**src/rtl/feeder_pkg.sv**
```systemverilog
// Shared types and defaults for the puzzle feeder: controller state,
// the idle character and the {last, data} FIFO entry layout.
package feeder_pkg;

  typedef enum logic [1:0] {
    LOAD   = 2'd0,
    STREAM = 2'd1,
    DONE   = 2'd2
  } feeder_state_t;

  // Byte that day solvers ignore; driven whenever no real character is valid.
  localparam logic [7:0] IDLE_CHAR_DEFAULT = 8'h00;

  typedef struct packed {
    logic       last;
    logic [7:0] data;
  } feeder_entry_t;

  localparam int unsigned ENTRY_W = $bits(feeder_entry_t);

endpackage

```
**src/rtl/puzzle_feeder_if.sv**
```systemverilog
// Loader write port plus the character stream towards the day solver.
// master = loader/solver side, slave = the feeder itself.
interface puzzle_feeder_if;

  logic        wr_valid;
  logic [7:0]  wr_data;
  logic        wr_last;
  logic        wr_ready;
  logic        start;
  logic        clear;
  logic [7:0]  char_out;
  logic        char_valid;
  logic [31:0] char_index;
  logic        busy;
  logic        done;

  modport master (
    output wr_valid, wr_data, wr_last, start, clear,
    input  wr_ready, char_out, char_valid, char_index, busy, done
  );

  modport slave (
    input  wr_valid, wr_data, wr_last, start, clear,
    output wr_ready, char_out, char_valid, char_index, busy, done
  );

endinterface

```
**src/rtl/sync_fifo.sv**
```systemverilog
// Single-clock FIFO with occupancy count and a synchronous flush.
// Read data is the current head entry (show-ahead), valid while !empty_o.
module sync_fifo #(
  parameter  int unsigned WIDTH = 9,
  parameter  int unsigned DEPTH = 64,
  localparam int unsigned AW    = $clog2(DEPTH)
) (
  input  logic             clk,
  input  logic             rst,
  input  logic             flush_i,
  input  logic             push_i,
  input  logic             pop_i,
  input  logic [WIDTH-1:0] wdata_i,
  output logic [WIDTH-1:0] rdata_o,
  output logic             full_o,
  output logic             empty_o,
  output logic [AW:0]      count_o
);

  localparam logic [AW-1:0] PTR_ONE  = AW'(1);
  localparam logic [AW:0]   CNT_ONE  = (AW + 1)'(1);
  localparam logic [AW:0]   CNT_FULL = (AW + 1)'(DEPTH);

  logic [WIDTH-1:0] mem_q [DEPTH];
  logic [AW-1:0]    wr_ptr_q, rd_ptr_q;
  logic [AW:0]      count_q;
  logic             push_ok, pop_ok;

  assign full_o  = (count_q == CNT_FULL);
  assign empty_o = (count_q == '0);
  assign count_o = count_q;
  assign rdata_o = mem_q[rd_ptr_q];

  // Guard against overflow/underflow even if a caller misbehaves.
  assign push_ok = push_i && !full_o;
  assign pop_ok  = pop_i && !empty_o;

  // Pointer and occupancy bookkeeping; flush empties the FIFO like reset.
  always_ff @(posedge clk) begin
    // NOTE: state registers use non-blocking assignments so every flop
    // samples pre-edge values regardless of statement order.
    if (rst || flush_i) begin
      wr_ptr_q <= '0;
      rd_ptr_q <= '0;
      count_q  <= '0;
    end else begin
      if (push_ok) wr_ptr_q <= wr_ptr_q + PTR_ONE;
      if (pop_ok)  rd_ptr_q <= rd_ptr_q + PTR_ONE;
      case ({push_ok, pop_ok})
        2'b10:   count_q <= count_q + CNT_ONE;
        2'b01:   count_q <= count_q - CNT_ONE;
        default: count_q <= count_q;
      endcase
    end
  end

  // Storage write port.
  always_ff @(posedge clk) begin
    // NOTE: the array is deliberately not reset; empty/full come from the
    // reset pointers, so stale contents are never observed and the array
    // can map onto plain RAM.
    if (push_ok) mem_q[wr_ptr_q] <= wdata_i;
  end

endmodule

```
**src/rtl/puzzle_feeder.sv**
```systemverilog
// Buffers puzzle-input bytes from a valid/ready loader and streams them one
// per clock to a day solver, then parks in DONE so the solver's result can be
// sampled at a known cycle.
module puzzle_feeder
  import feeder_pkg::*;
#(
  parameter int unsigned DEPTH     = 64,
  parameter logic [7:0]  IDLE_CHAR = IDLE_CHAR_DEFAULT
) (
  input logic            clk,
  input logic            rst,
  puzzle_feeder_if.slave bus
);

  localparam int unsigned CNT_W = $clog2(DEPTH) + 1;

  feeder_state_t     state_q, state_d;
  logic [7:0]        char_out_q, char_out_d;
  logic              char_valid_q, char_valid_d;
  logic              char_last_q, char_last_d;
  logic [31:0]       char_index_q, char_index_d;

  logic              fifo_push, fifo_pop, fifo_flush;
  logic              fifo_full, fifo_empty;
  logic [CNT_W-1:0]  fifo_count;
  logic [ENTRY_W-1:0] fifo_rdata;
  feeder_entry_t     wr_entry, head;
  logic              wr_ready;

  assign wr_entry = '{last: bus.wr_last, data: bus.wr_data};
  assign head     = feeder_entry_t'(fifo_rdata);

  // Writes are refused in DONE so residual bytes cannot pile up after the end.
  assign wr_ready  = !fifo_full && (state_q != DONE);
  assign fifo_push = bus.wr_valid && wr_ready;
  // Once the last byte is on char_out nothing more is popped; anything left
  // behind it is residual and gets flushed by clear.
  assign fifo_pop   = (state_q == STREAM) && !fifo_empty && !char_last_q;
  assign fifo_flush = (state_q == DONE) && bus.clear;

  sync_fifo #(
    .WIDTH (ENTRY_W),
    .DEPTH (DEPTH)
  ) u_fifo (
    .clk     (clk),
    .rst     (rst),
    .flush_i (fifo_flush),
    .push_i  (fifo_push),
    .pop_i   (fifo_pop),
    .wdata_i (wr_entry),
    .rdata_o (fifo_rdata),
    .full_o  (fifo_full),
    .empty_o (fifo_empty),
    .count_o (fifo_count)
  );

  // Occupancy can never exceed the configured depth.
  a_count_in_range : assert property (
    @(posedge clk) disable iff (rst) fifo_count <= CNT_W'(DEPTH)
  );

  // Next-state logic: DONE is entered the cycle after the last byte was
  // presented, so done always trails the final character by one clock.
  always_comb begin
    // NOTE: every combinational output gets a default before the case so no
    // path leaves it unassigned, which would otherwise infer a latch.
    state_d = state_q;
    case (state_q)
      LOAD:    if (bus.start)  state_d = STREAM;
      STREAM:  if (char_last_q) state_d = DONE;
      DONE:    if (bus.clear)  state_d = LOAD;
      default: state_d = LOAD;
    endcase
  end

  // Output register next values: a pop presents its byte next cycle, an idle
  // cycle presents IDLE_CHAR, the index advances only on real characters.
  always_comb begin
    char_out_d   = IDLE_CHAR;
    char_valid_d = 1'b0;
    char_last_d  = 1'b0;
    char_index_d = char_index_q;
    if (fifo_pop) begin
      char_out_d   = head.data;
      char_valid_d = 1'b1;
      char_last_d  = head.last;
      char_index_d = char_index_q + 32'd1;
    end
    if (fifo_flush) char_index_d = '0;
  end

  // State and output registers with synchronous reset.
  always_ff @(posedge clk) begin
    if (rst) begin
      state_q      <= LOAD;
      char_out_q   <= IDLE_CHAR;
      char_valid_q <= 1'b0;
      char_last_q  <= 1'b0;
      char_index_q <= '0;
    end else begin
      state_q      <= state_d;
      char_out_q   <= char_out_d;
      char_valid_q <= char_valid_d;
      char_last_q  <= char_last_d;
      char_index_q <= char_index_d;
    end
  end

  assign bus.wr_ready   = wr_ready;
  assign bus.char_out   = char_out_q;
  assign bus.char_valid = char_valid_q;
  assign bus.char_index = char_index_q;
  assign bus.busy       = (state_q == STREAM);
  assign bus.done       = (state_q == DONE);

endmodule

```
**src/flat_wrapper.sv**
```systemverilog
// flat-port wrapper written by rule: the top's interface ports become plain ports
module puzzle_feeder_flat import feeder_pkg::*;
#(
  parameter int unsigned DEPTH     = 64,
  parameter logic [7:0]  IDLE_CHAR = IDLE_CHAR_DEFAULT
)
  (clk, rst, bus_wr_valid, bus_wr_data, bus_wr_last, bus_start, bus_clear, bus_wr_ready, bus_char_out, bus_char_valid, bus_char_index, bus_busy, bus_done);
  puzzle_feeder_if bus_i ();
  input logic clk;
  input logic rst;
  input wire logic [$bits(bus_i.wr_valid)-1:0] bus_wr_valid;
  input wire logic [$bits(bus_i.wr_data)-1:0] bus_wr_data;
  input wire logic [$bits(bus_i.wr_last)-1:0] bus_wr_last;
  input wire logic [$bits(bus_i.start)-1:0] bus_start;
  input wire logic [$bits(bus_i.clear)-1:0] bus_clear;
  output wire logic [$bits(bus_i.wr_ready)-1:0] bus_wr_ready;
  output wire logic [$bits(bus_i.char_out)-1:0] bus_char_out;
  output wire logic [$bits(bus_i.char_valid)-1:0] bus_char_valid;
  output wire logic [$bits(bus_i.char_index)-1:0] bus_char_index;
  output wire logic [$bits(bus_i.busy)-1:0] bus_busy;
  output wire logic [$bits(bus_i.done)-1:0] bus_done;
  assign bus_i.wr_valid = bus_wr_valid;
  assign bus_i.wr_data = bus_wr_data;
  assign bus_i.wr_last = bus_wr_last;
  assign bus_i.start = bus_start;
  assign bus_i.clear = bus_clear;
  assign bus_wr_ready = bus_i.wr_ready;
  assign bus_char_out = bus_i.char_out;
  assign bus_char_valid = bus_i.char_valid;
  assign bus_char_index = bus_i.char_index;
  assign bus_busy = bus_i.busy;
  assign bus_done = bus_i.done;
  puzzle_feeder #(.DEPTH(DEPTH), .IDLE_CHAR(IDLE_CHAR)) u_core (.clk(clk), .rst(rst), .bus(bus_i));
endmodule
```
**config.mk**
```make
export PLATFORM = sky130hd
export DESIGN_NAME = puzzle_feeder_flat
export DESIGN_NICKNAME = d
export VERILOG_FILES = /design/src/rtl/feeder_pkg.sv /design/src/rtl/puzzle_feeder_if.sv /design/src/rtl/sync_fifo.sv /design/src/rtl/puzzle_feeder.sv /design/src/flat_wrapper.sv
export SDC_FILE = /design/constraint.sdc
export NUM_CORES = 1
export LEC_CHECK = 0
export CORE_MARGIN = 2
export CORE_UTILIZATION = 52
export DETAILED_ROUTE_END_ITERATION = 8
export PLACE_DENSITY = 0.69
export SYNTH_ARGS = -nofsm -noshare
export SYNTH_HDL_FRONTEND = slang
export SYNTH_HIERARCHICAL = 1
export SYNTH_SLANG_ARGS = --single-unit
export TNS_END_PERCENT = 5
```
**constraint.sdc**
```tcl
create_clock -name clk -period 4.79 [get_ports clk]
set_input_delay 0.958 -clock clk [delete_from_list [all_inputs] [get_ports clk]]
set_output_delay 0.958 -clock clk [all_outputs]
set_load 0.005 [all_outputs]
```
==> results of run 1 <==
[placed cells by master, fill, tap and decap left out, types with 6 or more instances in the layout]
cell / n
sky130_fd_sc_hd__clkdlybuf4s50_1: 48
sky130_fd_sc_hd__mux2i_1: 38
sky130_fd_sc_hd__nand3_1: 29
sky130_fd_sc_hd__o31ai_1: 13
sky130_fd_sc_hd__clkbuf_1: 18
sky130_fd_sc_hd__buf_2: 9
sky130_fd_sc_hd__clkinv_2: 9
sky130_fd_sc_hd__or4_1: 11
sky130_fd_sc_hd__ha_1: 6
sky130_fd_sc_hd__nor2b_1: 8
sky130_fd_sc_hd__a21oi_1: 31
sky130_fd_sc_hd__clkbuf_16: 71
sky130_fd_sc_hd__buf_4: 44
sky130_fd_sc_hd__nor4_1: 10
sky130_fd_sc_hd__xor2_1: 16
sky130_fd_sc_hd__edfxtp_1: 576
sky130_fd_sc_hd__or3_1: 12
sky130_fd_sc_hd__nand2_1: 44
sky130_fd_sc_hd__nand4_1: 12
sky130_fd_sc_hd__o21ai_0: 20
sky130_fd_sc_hd__inv_1: 12
sky130_fd_sc_hd__xnor2_1: 6
sky130_fd_sc_hd__mux4_2: 137
sky130_fd_sc_hd__mux4_1: 7
sky130_fd_sc_hd__a22oi_1: 38
sky130_fd_sc_hd__and4_1: 8
sky130_fd_sc_hd__dfxtp_1: 66
sky130_fd_sc_hd__bufinv_16: 8
sky130_fd_sc_hd__and2_1: 16
sky130_fd_sc_hd__nor2_1: 107
sky130_fd_sc_hd__and3_1: 6
[cell type report]
cell class	instances	area, um^2
Sequential cell	645	18690
Timing Repair Buffer	104	915.9
Fill cell	3473	19630
Clock inverter	25	325.3
Tap cell	664	830.8
Multi-Input combinational cell	646	6420
Clock buffer	92	1886
Inverter	13	48.80
Antenna cell	1	2.502
[synthesized netlist by cell type (all sizes together) (8+ instances only)]
cell	count	area share
o21ai	20	0.0039
nand3	30	0.0064
or3	13	0.0032
and2	18	0.0045
or4	12	0.0037
a21oi	31	0.0061
o31ai	13	0.0038
inv	13	0.0019
xor2	16	0.0055
nor2	107	0.016
nor2b	8	0.0020
clkbuf	21	0.0031
a22oi	38	0.011
mux4	144	0.13
dfxtp	69	0.054
and4	9	0.0031
mux2i	38	0.015
edfxtp	576	0.68
buf	53	0.014
nand2	44	0.0065
nor4	11	0.0029
nand4	13	0.0034
[logic make-up after synthesis]
kind of cell / share of synthesized area
AO/OA/AOI/OAI: 0.03560
flip-flops: 0.7301
XOR/XNOR: 0.007531
buffers and inverters: 0.01898
multiplexers: 0.1444
adder cells (fa/ha/maj): 0.002934
AND/OR/NAND/NOR: 0.06045
[sequential cells by signal, summed over array words and instances (netlist names), named ones only]
register,cells
u_core/bus.char_valid,1
u_core/u_fifo/wr_ptr_q,6
u_core/state_q,2
u_core/u_fifo/rd_ptr_q,6
u_core/bus.char_out,8
u_core/char_last_q,1
u_core/u_fifo/mem_q,576
u_core/bus.char_index,32
u_core/u_fifo/count_o,7
[critical path, delay by kind of cell (launching register included)]
family	cells	cell delay [ps]
and+or+nand+nor	4	1150
buffers and inverters	1	210
AOI/OAI and AO/OA	5	1150
xor gates and xnor gates	1	200
DFF	1	490
adders and majority gates	2	730
[through the flow]
stage               power [uW]  utilization  hold WS (ps)  cells  cell area, um^2
global placement          7418       0.5519         462.3   2072            26900
floorplan                 7110            -         448.5   1378            25580
global route             12940       0.5973         497.6   2189            29120
CTS                      12630       0.5973         481.6   2189            29120
detailed placement        7430       0.5519         469.3   2072            26900
finish                   12540       0.5973         482.4   2190            29120
[metal layers]
metal  share of wire  up-vias  GRT usage
li1                -     5795          -
met1            0.42     7072     0.3381
met2            0.47      610     0.3697
met3           0.079      112    0.05751
met4           0.029        2    0.07819
met5         0.00017        -          0
[worst paths after layout]
| kind | end | slack, ps | cells past startpoint |
|---|---|---|---|
| min | u_core/bus.char_index[31]$_SDFFE_PP0P_ | 480 | 2 |
| max reg2reg | u_core/u_fifo/count_o[4]$_SDFFE_PP0P_ | 780 | 13 |
| min reg2reg | u_core/bus.char_index[31]$_SDFFE_PP0P_ | 480 | 2 |
| max | u_core/u_fifo/count_o[4]$_SDFFE_PP0P_ | 780 | 13 |
[power by group through the flow]
stage	clock network, uW	logic, uW	registers [uW]
6_report	5230	1030	6280
5_1_grt	5540	1100	6290
4_1_cts	5310	1040	6280
3_5_place_dp	0	1030	6400
3_3_place_gp	0	1020	6400
2_1_floorplan	0	780	6330
==> run_results.csv, run 1 <==
group,metric,value,unit
synth,postSynthCellCount,1378,
sta,achievable-frequency,0.2497,GHz
synth,post_synth_arst_share,0,
global_route,aggregate_global_routing_overflow,0,
min_path,hold_path.class,"reg2reg",
clocking,clk-insertion-delay-late,600,ps
global_route,track_usage,0.2391,
setup_path,setup.worst_path.end_class,"flip-flop",
power,vdd.ir_drop.worst,0.2372,mV
power,power_report.internal_total,9840,uW
floorplan,rows,81,
floorplan,die_height,225.8,um
clocking,cts.repair.resized,0,
sta,tns,0,ps
setup_path,critPathKind,"reg2reg",
power,leakagePower,0.008990,uW
cells_and_area,fin_nets,1497,
synth,synth_edf_count,576,
synth,synthesis.area,25580,um^2
route,vias,13591,
floorplan,coreArea,48750,um^2
min_path,hp-start,"u_core/bus.char_index[31]$_SDFFE_PP0P_",
synth,ys_seq_area_frac,0.7301,
floorplan,die_w,225.8,um
run,drv.max_cap_violation_count,0,
global_route,grt_pass1_wl,88.11,mm
place,post-dp-hpwl,36.80,mm
sta,timing.max_slew.rel_slack,0.2953,
place,numPortBuffers,57,
route,drt-initial-drc-count,1700,
route,wl_per_cell,26.98,um
sta,setup_ws,784.7,ps
power,seq_power_share,0.501,
sta,finalSetupViolations,0,
synth,synth.lib_cells_used.distinct,71,
setup_path,timing.rr.start,"u_core/u_fifo/count_o[2]$_SDFFE_PP0P_",
setup_path,worstSetupStartpointType,"flip-flop",
setup_path,critPathSlowestCell,"sky130_fd_sc_hd__or4b_4",
route,route.detailed.vias_per_inst,6.206,
power,powerDensity,430.7,nW/um^2
sta,skew,19.90,ps
synth,avgSynthCellArea,18.57,um^2
power,switching_power_share_of_the_total,0.2154,
cells_and_area,final_layout_size_suffix_gt1_frac,0.2066,
setup_path,cp-startpoint,"u_core/u_fifo/count_o[2]$_SDFFE_PP0P_",
clocking,cts_max_level,3,
setup_path,worstPathMaxFanout,15,
floorplan,io_pins,58,
global_route,number_of_global_route_vias_before_repair,13616,
place,finalWeightedCongestion,0.8735,
setup_path,cp.required,5310,ps
clocking,clk_path_buf_depth,3,
floorplan,floorplan.initialDensity,0.5248,
setup_path,critical_path.cell_chain,"or4_4, nor4_1, or4b_4, inv_2, o41a_1, ha_1, xor2_1, ha_1, a21oi_1, o311ai_0, a22oi_1, or3_1, a21oi_1",
route,totalWireLength,59.10,mm
global_route,grt_start_max_net_pins,65,
sta,timing.final.crit_period,4005,ps
place,detailedPlace.worstSlack,683.9,ps
clocking,cts_clk_pin_slew_worst_paths,60,ps
synth,synth_warnings,6,
synth,synth_top_flop_cell,"sky130_fd_sc_hd__edfxtp_1",
power,p_clk_frac,0.417,
clocking,cts-buffers-inserted,67,
global_route,antenna_found_initial,2,
sta,drv_slew,0,
sta,worst_slew_pin_slew,1057,ps
synth,synth-seq-cells,645,
sta,post-route-period-util,0.8362,
clocking,tritoncts_clock_tree,"built",
setup_path,cp_data_arrival_time,4530,ps
clocking,cts_root_buffer,"sky130_fd_sc_hd__clkbuf_16",
setup_path,max_stage_delay,560,ps
sta,grt_setup_unrepaired,"false",
clocking,total_of_hold_buffers_inserted_after_clock_tree_synthesis,0,
route,ant_nets,0,
cells_and_area,area_growth_syn_to_layout,13.82,%
route,detail_route.drc_violations,0,
power,pwr-share-comb,0.082,
power,switchingPower,2701,uW
synth,synth_fp_nets,1398,
floorplan,area_enclosed_by_the_die_boundary,50990,um^2
clocking,postCtsSetupRepairBufs,0,
sta,report.final.hold_viol_count,0,
route,drt_first_pass_iters,5,
clocking,cts.sinks,645,
outcome,outcome,"finished clean",
(Power assumes the default switching activity.)
==> run 2: changes to the inputs <==
- clock period: 4.79 -> 3.9 ns (I/O delays scaled with it)
==> run_results.csv, run 2 (synthesis gave the netlist of run 1 again) <==
group,metric,value,unit
clocking,cts.sinks,645,
floorplan,area_enclosed_by_the_die_boundary,50990,um^2
setup_path,worstSetupStartpointType,"flip-flop",
clocking,cts_clk_pin_slew_worst_paths,60,ps
route,vias,13659,
clocking,total_of_hold_buffers_inserted_after_clock_tree_synthesis,0,
floorplan,die_height,225.8,um
floorplan,die_w,225.8,um
setup_path,cp.depth,12,
floorplan,io_pins,58,
place,post-dp-hpwl,35.76,mm
cells_and_area,num-fill-cells,3497,
power,powerDensity,518.4,nW/um^2
setup_path,critical-path-top-cell-by-count,"sky130_fd_sc_hd__a21oi_1",
setup_path,setup.worst_path.end_class,"flip-flop",
global_route,number_of_global_route_vias_before_repair,13494,
sta,worst_slew_pin_slew,1150,ps
route,wl_per_cell,25.64,um
setup_path,cp_data_arrival_time,3920,ps
power,power_report.internal_total,11990,uW
power,seq_power_share,0.502,
sta,achievable-frequency,0.2937,GHz
power,p_clk_frac,0.413,
power,switching_power_share_of_the_total,0.2189,
setup_path,critPathSlowestCell,"sky130_fd_sc_hd__or4b_4",
setup_path,critical_path.cell_chain,"or4_4, nor4_1, or4b_4, inv_2, o41a_1, buf_4, ha_1, a21oi_1, o311ai_0, a22oi_1, or3_1, a21oi_1",
route,ant_nets,0,
cells_and_area,postLayoutCellArea,29620,um^2
setup_path,critPathKind,"reg2reg",
cells_and_area,largest_register_ff_count,576,
power,leakagePower,0.009349,uW
setup_path,cp_top_family,"simple AND/OR/NAND/NOR gates",
floorplan,coreArea,48750,um^2
cells_and_area,fin_nets,1564,
sta,skew,23.97,ps
sta,fin_hold_ws,491.1,ps
sta,tns,0,ps
setup_path,timing.critical_path.buf_inv,2,
setup_path,ff2ff_path_depth,12,
route,routed-wl-met3,4.088,mm
route,detail_route.drc_violations,0,
cells_and_area,mostFrequentLayoutCells,"576 x sky130_fd_sc_hd__edfxtp_1, 137 x sky130_fd_sc_hd__mux4_2, 110 x sky130_fd_sc_hd__buf_4",
cells_and_area,final_common_cell,"sky130_fd_sc_hd__edfxtp_1",
global_route,grt_start_max_net_pins,65,
run,drv.max_cap_violation_count,0,
place,finalWeightedCongestion,0.8170,
clocking,cts_root_buffer,"sky130_fd_sc_hd__clkbuf_16",
place,place_area,27410,um^2
min_path,number_of_cells_on_the_worst_hold_path,2,
power,vdd.ir_drop.worst,0.4023,mV
setup_path,worstPathMaxFanout,13,
sta,timing.final.crit_period,3405,ps
floorplan,rows,81,
floorplan,floorplan.initialDensity,0.5248,
clocking,clk_path_buf_depth,3,
cells_and_area,area_growth_syn_to_layout,15.76,%
route,highest_layer,"met4",
setup_path,max_stage_delay,560,ps
sta,report.final.hold_viol_count,0,
global_route,track_usage,0.2330,
route,drt-initial-drc-count,1448,
sta,timing.max_slew.rel_slack,0.2333,
route,totalWireLength,57.92,mm
sta,drv_slew,0,
clocking,cts_max_level,3,
sta,finalSetupViolations,0,
place,numPortBuffers,57,
sta,grt_setup_unrepaired,"false",
sta,post-route-period-util,0.8731,
global_route,antenna_found_initial,0,
global_route,aggregate_global_routing_overflow,0,
min_path,hold_path.class,"reg2reg",
power,switchingPower,3361,uW
cells_and_area,final_layout_size_suffix_gt1_frac,0.2440,
outcome,outcome,"finished clean",
power,pwr-share-comb,0.085,
cells_and_area,max_flop_register,"u_core/u_fifo/mem_q",
route,met2_length,28.32,mm
setup_path,cp.required,4410,ps
route,drt-met1-wl,23.96,mm
route,drt_first_pass_iters,5,
clocking,clk-insertion-delay-late,600,ps
clocking,tritoncts_clock_tree,"built",
route,route.detailed.vias_per_inst,6.046,
global_route,grt_pass1_wl,85.98,mm
clocking,cts-buffers-inserted,67,
run 2: worst paths after layout:
path,startpoint,endpoint,slack (ps)
worst max-delay path,u_core/u_fifo/count_o[2]$_SDFFE_PP0P_,u_core/u_fifo/count_o[4]$_SDFFE_PP0P_,490
worst min-delay path,u_core/bus.char_index[31]$_SDFFE_PP0P_,u_core/bus.char_index[31]$_SDFFE_PP0P_,490
worst max register to register,u_core/u_fifo/count_o[2]$_SDFFE_PP0P_,u_core/u_fifo/count_o[4]$_SDFFE_PP0P_,490
worst min register to register,u_core/bus.char_index[31]$_SDFFE_PP0P_,u_core/bus.char_index[31]$_SDFFE_PP0P_,490
run 2: cell type report:
class / instances / area (um^2) / area share
Timing Repair Buffer: 171 / 1431 / 0.04833
Clock buffer: 84 / 1856 / 0.06265
Multi-Input combinational cell: 646 / 6420 / 0.2168
Sequential cell: 645 / 18690 / 0.6311
Antenna cell: 1 / 2.502 / 0.00008450
Clock inverter: 35 / 337.8 / 0.01141
Inverter: 13 / 48.80 / 0.001648
Tap cell: 664 / 830.8 / 0.02805
run 2: timing repair:
action                     4_1_cts  5_1_grt
buffers inserted                 0        2
resized for setup                0        0
setup endpoints to repair        0        2
run 2: worst reg2reg max path: stages (launching register included):
cell and delay (ps):
sky130_fd_sc_hd__dfxtp_1 490, sky130_fd_sc_hd__or4_4 210, sky130_fd_sc_hd__nor4_1 50, sky130_fd_sc_hd__or4b_4 560, sky130_fd_sc_hd__inv_2 210, sky130_fd_sc_hd__o41a_1 220
sky130_fd_sc_hd__buf_4 140, sky130_fd_sc_hd__ha_1 300, sky130_fd_sc_hd__a21oi_1 190, sky130_fd_sc_hd__o311ai_0 370, sky130_fd_sc_hd__a22oi_1 130, sky130_fd_sc_hd__or3_1 320
sky130_fd_sc_hd__a21oi_1 130
run 2: power by group through the flow:
stage | clock network (uW) | logic (uW) | registers, uW
after global routing | 6710 | 1400 | 7720
after floorplan | 0 | 958 | 7770
after global placement | 0 | 1290 | 7850
after CTS | 6460 | 1310 | 7710
final | 6340 | 1310 | 7700
after detailed placement | 0 | 1310 | 7850
run 2: layer usage:
metal  GRT usage  up-vias
li1            -     5931
met1      0.3254     7135
met2      0.3699      501
met3     0.05035       92
met4     0.07456        0
met5           0        -
run 2: stage by stage:
step                  util  instances  power [uW]  worst slack [ps]
floorplan                -       1378        8733             405.2
finish              0.6075       2259       15350             494.9
global placement    0.5622       2137        9140             402.0
global route        0.6075       2258       15830             232.7
CTS                 0.6072       2256       15480             235.5
detailed placement  0.5622       2137        9159             280.1
